`src/rtl/scan_loader_pkg.sv`:
```
// Shared definitions for the scan-chain loader and the memory bank top.
package scan_loader_pkg;

    localparam int BYTE_W = 8;

    // 31 data bytes + valid bit + 7 pad bits + 16-bit tag
    localparam int CHAIN_BITS_DEFAULT = 31 * 8 + 1 + 7 + 16;

    typedef enum logic [1:0] {
        S_IDLE  = 2'd0,
        S_WAIT  = 2'd1,
        S_SHIFT = 2'd2,
        S_DONE  = 2'd3
    } state_e;

endpackage

```
`src/rtl/scan_loader.sv`:
```
// Byte-at-a-time scan-chain loader: shifts an image in MSB first while capturing the
// bits falling out of the chain back into bytes.
//   state | meaning
//   IDLE  | waiting for start
//   WAIT  | in_ready high, waiting for the next image byte
//   SHIFT | 8 cycles shifting one byte out and one byte in
//   DONE  | one-cycle done pulse
module scan_loader
    import scan_loader_pkg::*;
#(
    parameter int CHAIN_BITS = CHAIN_BITS_DEFAULT
) (
    input  logic              clk,
    input  logic              rst,
    input  logic              start,
    input  logic [BYTE_W-1:0] in_data,
    input  logic              in_valid,
    output logic              in_ready,
    output logic              scan_enable,
    output logic              scan_data_o,
    input  logic              scan_data_i,
    output logic [BYTE_W-1:0] out_data,
    output logic              out_valid,
    output logic              busy,
    output logic              done
);

    localparam int CNT_W = $clog2(CHAIN_BITS + 1);
    localparam logic [CNT_W-1:0] CNT_LAST = CNT_W'(CHAIN_BITS - 1);

    if (CHAIN_BITS == 0 || (CHAIN_BITS % 8) != 0) begin : g_bad_chain
        $error("CHAIN_BITS must be a nonzero multiple of 8");
    end

    state_e            state_q, state_d;
    logic [CNT_W-1:0]  cnt_q, cnt_d;
    logic [BYTE_W-1:0] buf_q, buf_d;
    logic [BYTE_W-1:0] cap_q, cap_d;
    logic [BYTE_W-1:0] out_data_q, out_data_d;
    logic              out_valid_q, out_valid_d;
    logic              in_ready_q, in_ready_d;
    logic              busy_q, busy_d;
    logic              scan_enable_q, scan_enable_d;
    logic              scan_data_o_q, scan_data_o_d;
    logic              done_q, done_d;

    always_comb begin
        state_d       = state_q;
        cnt_d         = cnt_q;
        buf_d         = buf_q;
        cap_d         = cap_q;
        out_data_d    = out_data_q;
        out_valid_d   = 1'b0;
        scan_data_o_d = 1'b0;

        unique case (state_q)
            S_IDLE: begin
                if (start) begin
                    state_d = S_WAIT;
                    cnt_d   = '0;
                end
            end
            S_WAIT: begin
                if (in_valid) begin
                    state_d       = S_SHIFT;
                    buf_d         = in_data;
                    scan_data_o_d = in_data[BYTE_W-1];
                end
            end
            S_SHIFT: begin
                buf_d = {buf_q[BYTE_W-2:0], 1'b0};
                cap_d = {cap_q[BYTE_W-2:0], scan_data_i};
                cnt_d = cnt_q + CNT_W'(1);
                // counter advances 8 per byte, so its low bits give the position in the byte
                if (cnt_q[2:0] == 3'b111) begin
                    out_data_d  = {cap_q[BYTE_W-2:0], scan_data_i};
                    out_valid_d = 1'b1;
                    state_d     = (cnt_q == CNT_LAST) ? S_DONE : S_WAIT;
                end else begin
                    scan_data_o_d = buf_q[BYTE_W-2];
                end
            end
            S_DONE: begin
                state_d = S_IDLE;
            end
            default: begin
                state_d = S_IDLE;
            end
        endcase

        in_ready_d    = (state_d == S_WAIT);
        busy_d        = (state_d != S_IDLE);
        scan_enable_d = (state_d == S_SHIFT);
        done_d        = (state_d == S_DONE);
    end

    always_ff @(posedge clk or posedge rst) begin
        if (rst) begin
            state_q       <= S_IDLE;
            cnt_q         <= '0;
            buf_q         <= '0;
            cap_q         <= '0;
            out_data_q    <= '0;
            out_valid_q   <= 1'b0;
            in_ready_q    <= 1'b0;
            busy_q        <= 1'b0;
            scan_enable_q <= 1'b0;
            scan_data_o_q <= 1'b0;
            done_q        <= 1'b0;
        end else begin
            state_q       <= state_d;
            cnt_q         <= cnt_d;
            buf_q         <= buf_d;
            cap_q         <= cap_d;
            out_data_q    <= out_data_d;
            out_valid_q   <= out_valid_d;
            in_ready_q    <= in_ready_d;
            busy_q        <= busy_d;
            scan_enable_q <= scan_enable_d;
            scan_data_o_q <= scan_data_o_d;
            done_q        <= done_d;
        end
    end

    assign in_ready    = in_ready_q;
    assign busy        = busy_q;
    assign scan_enable = scan_enable_q;
    assign scan_data_o = scan_data_o_q;
    assign done        = done_q;
    assign out_data    = out_data_q;
    assign out_valid   = out_valid_q;

endmodule
```
`config.mk`:
```
export PLATFORM = sky130hd
export DESIGN_NAME = scan_loader
export DESIGN_NICKNAME = d
export VERILOG_FILES = /design/src/rtl/scan_loader_pkg.sv /design/src/rtl/scan_loader.sv
export SDC_FILE = /design/constraint.sdc
export NUM_CORES = 1
export LEC_CHECK = 0
export BUFFER_PORTS_ARGS = -buffer_cell sky130_fd_sc_hd__buf_2
export CORE_UTILIZATION = 45
export CTS_CLUSTER_DIAMETER = 100
export DETAILED_ROUTE_END_ITERATION = 16
export PLACE_DENSITY = 0.63
export SLEW_MARGIN = 25
export SYNTH_ARGS = -nofsm -noshare
export SYNTH_HDL_FRONTEND = slang
export SYNTH_SLANG_ARGS = --single-unit
```
`constraint.sdc`:
```
create_clock -name clk -period 1.9 [get_ports clk]
set_input_delay 0.285 -clock clk [delete_from_list [all_inputs] [get_ports clk]]
set_output_delay 0.285 -clock clk [all_outputs]
set_load 0.02 [all_outputs]
```
==> impl_results.md <==
* Post-Route WL at 3240 µm
* Initial antenna violation count at 0
* First-pass GRT wire length at 5380 µm
* Post-Syn Area at 0.00174 mm²
* Crit path to: cnt_q[7]$_DFFE_PP0P_
* Final min period at 1.77 ns
* Worst Setup End Kind: flop
* Syn Inst Count at 148
* Critical Path AT at 1.95 ns
* Maximum clock rate at 564 MHz
* Register area share after synthesis at 0.562
* Non-Filler Instances at 233
* Row Count at 22
* Chip Width at 64.1 µm
* Async SR Flop Fraction at 1.00
* R2r startpoint: state_q[0]$_DFF_PP0_
* PwrDens at 1260 mW/mm²
* Drt initial violations at 41
* I/O Pins at 27
* Synth Area in Compound Gates at 0.115
* Unrepaired setup endpoints after global routing: false
* Starting Density at 0.470
* Synth Net Count at 166
* Startpoint Class: flop
* Clk_lat worst skew at 0.29 ns
* TritonCTS Sinks at 39
* ANT nets after route at 0
* Req. time, crit path at 2.07 ns
* Die area at 0.00411 mm²
* CTS Buf Count at 5
* Combinational share of power at 0.327
* Drt pass-1 iters at 4
* Critical path depth at 7
* Final Setup Violations at 0
* Post-CTS setup buffer count at 0
* Largest net degree at the start of global routing at 40
* Chip height at 64.1 µm
* CP Buf/Inv Count at 2
* Net Switching at 0.890 mW
* Leak at 0.925 nW
* Mapped Avg Cell Area at 11.7 µm²
* Crit Path Category: flop to flop
* P_int at 1.69 mW
* HPWL after DPL at 2370 µm
* DP Cell Count at 225
* Clock slew at reported path FFs at 0.07 ns
* Post-synth top area cell: dfrtp_1
* I/O Buffers at 26
* Clock Skews at 0.00536 ns
* Outcome: finished clean
* Relative slew slack at 0.683
* Largest family of logic cells by synthesized area: simple AND/OR/NAND/NOR gates
* Vias in the first global route at 1206
* Max-cap violation count at 0
* Maximum VDD drop at 0.535 mV
* Critical path's slowest cell: dfrtp_1
* Sequential share of power at 0.467
* WL/cell at 13.9 µm
* Post-route cell area at 0.00204 mm²
* CTS Buffer Depth at 2
* Max Transition Viols Final at 0
* Top post-synthesis cells by area: dfrtp_1 (56%), mux2_2 (9.7%), o22ai_1 (4.3%)
* H-tree depth at 2
* Yosys warns at 0
* Number of synthesized flops with an enable pin at 0
* # DRC at 0
* TNS Setup at 0 ns
* Largest delay contributor family on the critical path: flip-flops
* Core area at 0.00369 mm²
* Crit. Startpoint: state_q[0]$_DFF_PP0_
* Yosys cell types at 31
* Synth Area in Adders at 0.0360
* Seq cells post-synth at 39
* Switching portion of total power at 0.345
* Placer Congestion at 0.939
* Total Nets Final at 202
* Xor/xnor share of the synthesized area at 0.0202
* Avg Vias per Cell at 5.37
* GRT overflow at 0
* Total Routing Usage GR at 0.178
* R2R Setup Slk at 0.13 ns
* Clk pwr share at 0.206
* Measured slew at the worst slew-check pin at 0.475 ns
* Crit path largest cell delay at 0.41 ns
* Share of cells above drive strength 1 at 0.335
* Worst r2r dst: cnt_q[7]$_DFFE_PP0P_
* Final hold violations at 0
* CP Cell Sequence: inv_1, ha_1, mux2i_1, buf_4, nor4b_2, xnor2_1, nor2_1
* Multiplexer share of the synthesized area at 0.103
* CTS tree: done
* Placed Area at 0.00195 mm²
* Worst Reg2Reg Path Length in Cells at 7
* Area Growth Syn to Fin at 17.8%
* Top-area cell type share of the netlist area at 0.562
* Diode count at 0
* Main synth FF type: dfrtp_1
* Clock root cell: clkbuf_8
* Synth Area in Simple Gates at 0.121
* Setup WS pre-CTS at 0.131 ns
* Vias at 1252
* Crit path max fanout at 11
* Period utilisation layout at 0.933
* HP Class: input pin to asynchronous set/reset pin
* Worst setup margin at 0.127 ns
==> per-layer routing <==
metal  track usage  vias to the layer above  wire length, µm
li1              -                      602                -
met1         0.209                      622             1380
met2         0.309                       22             1700
met3        0.0375                        6              104
met4        0.0833                        0               57
met5             0                        -                0
==> layout by cell type, fill, tap and decap left out, types with 2 or more instances in the layout <==
cell | Yosys | routed
a21oi_1 | 10 | 10
a32o_1 | 2 | 2
buf_2 | 4 | 26
buf_4 | 0 | 9
clkbuf_8 | 0 | 5
dfrtp_1 | 39 | 39
ha_1 | 5 | 4
inv_1 | 7 | 7
mux2_2 | 15 | 15
nand2_1 | 7 | 7
nand2b_1 | 2 | 2
nand3_1 | 4 | 4
nand3b_1 | 2 | 2
nand4_1 | 2 | 2
nor2_1 | 7 | 7
nor3_1 | 4 | 4
o21ai_0 | 6 | 6
o22ai_1 | 12 | 12
or3_1 | 2 | 2
xnor2_1 | 4 | 4
==> cells in the mapped netlist, types with 2 or more instances <==
cell type / n
inv_1: 7
o21ai_0: 6
nor2_1: 7
mux2_2: 15
buf_6: 2
nand2_1: 7
dfrtp_1: 39
o22ai_1: 12
nand3_1: 4
nand2b_1: 2
nand4_1: 2
buf_2: 4
nor3_1: 4
ha_1: 5
nand3b_1: 2
or3_1: 2
a32o_1: 2
xnor2_1: 4
a21oi_1: 10
==> flip-flops by register name, indices dropped and copies added, names as in the netlist <==
name,count
cap_q,7
scan_enable,1
out_valid,1
out_data,8
buf_q,7
state_q,2
done,1
cnt_q,9
busy,1
scan_data_o,1
in_ready,1
==> power by group through the flow <==
stage / Clock [mW] / Sequential (mW) / Combinational (mW)
floorplan: 0 / 1.25 / 0.577
detailed placement: 0 / 1.23 / 0.837
finish: 0.532 / 1.20 / 0.842
global route: 0.585 / 1.24 / 0.924
CTS: 0.551 / 1.21 / 0.841
global placement: 0 / 1.20 / 0.804
==> how the worst min path moves through the flow <==
stage	end	slack, ns	depth (start not counted)
after detailed placement	out_data[1]$_DFFE_PP0P_	0.42	3
after CTS	cap_q[2]$_DFFE_PP0P_	0.10	3
after global placement	out_data[0]$_DFFE_PP0P_	0.41	3
after floorplan	out_data[0]$_DFFE_PP0P_	0.44	1
after global routing	out_data[1]$_DFFE_PP0P_	0.14	3
final	out_data[0]$_DFFE_PP0P_	0.09	3
==> what timing repair did <==
item                                    4_1_cts  5_1_grt
hold buffers                                  0        0
resized for setup                             0        2
endpoints found under the setup margin        0        2
hold endpoints to repair                      0        0
==> cell type report <==
| class | count | area (µm²) |
|---|---|---|
| multi-input cells | 95 | 696 |
| flip-flops and latches | 39 | 976 |
| clock inverters | 2 | 12.5 |
| inverters | 8 | 30.0 |
| clock buffers | 6 | 72.6 |
| well taps | 48 | 60.1 |
| repair buffers | 35 | 198 |
| fillers | 345 | 1640 |
==> stage by stage <==
stage           util  power, mW  hold slack, ns
3_3_place_gp   0.529       2.00           0.412
3_5_place_dp   0.529       2.06           0.423
4_1_cts        0.552       2.60           0.104
6_report       0.554       2.58          0.0861
5_1_grt        0.554       2.74           0.136
2_1_floorplan      -       1.82           0.436
==> worst reg2reg max path, delay by kind of cell (launching register included) <==
| kind | cells | cell delay, ns |
|---|---|---|
| fa+ha+maj | 1 | 0.34 |
| xor+xnor | 1 | 0.15 |
| simple gates | 2 | 0.35 |
| flops | 1 | 0.41 |
| mux | 1 | 0.12 |
| buf+inv | 2 | 0.29 |
==> cell families after synthesis <==
family                   Yosys count
flip-flops                        39
buffers and inverters             14
adder cells (fa/ha/maj)            5
AND/OR/NAND/NOR                   37
AO/OA/AOI/OAI                     33
multiplexers                      16
XOR/XNOR                           4
(Power assumes the default switching activity.)
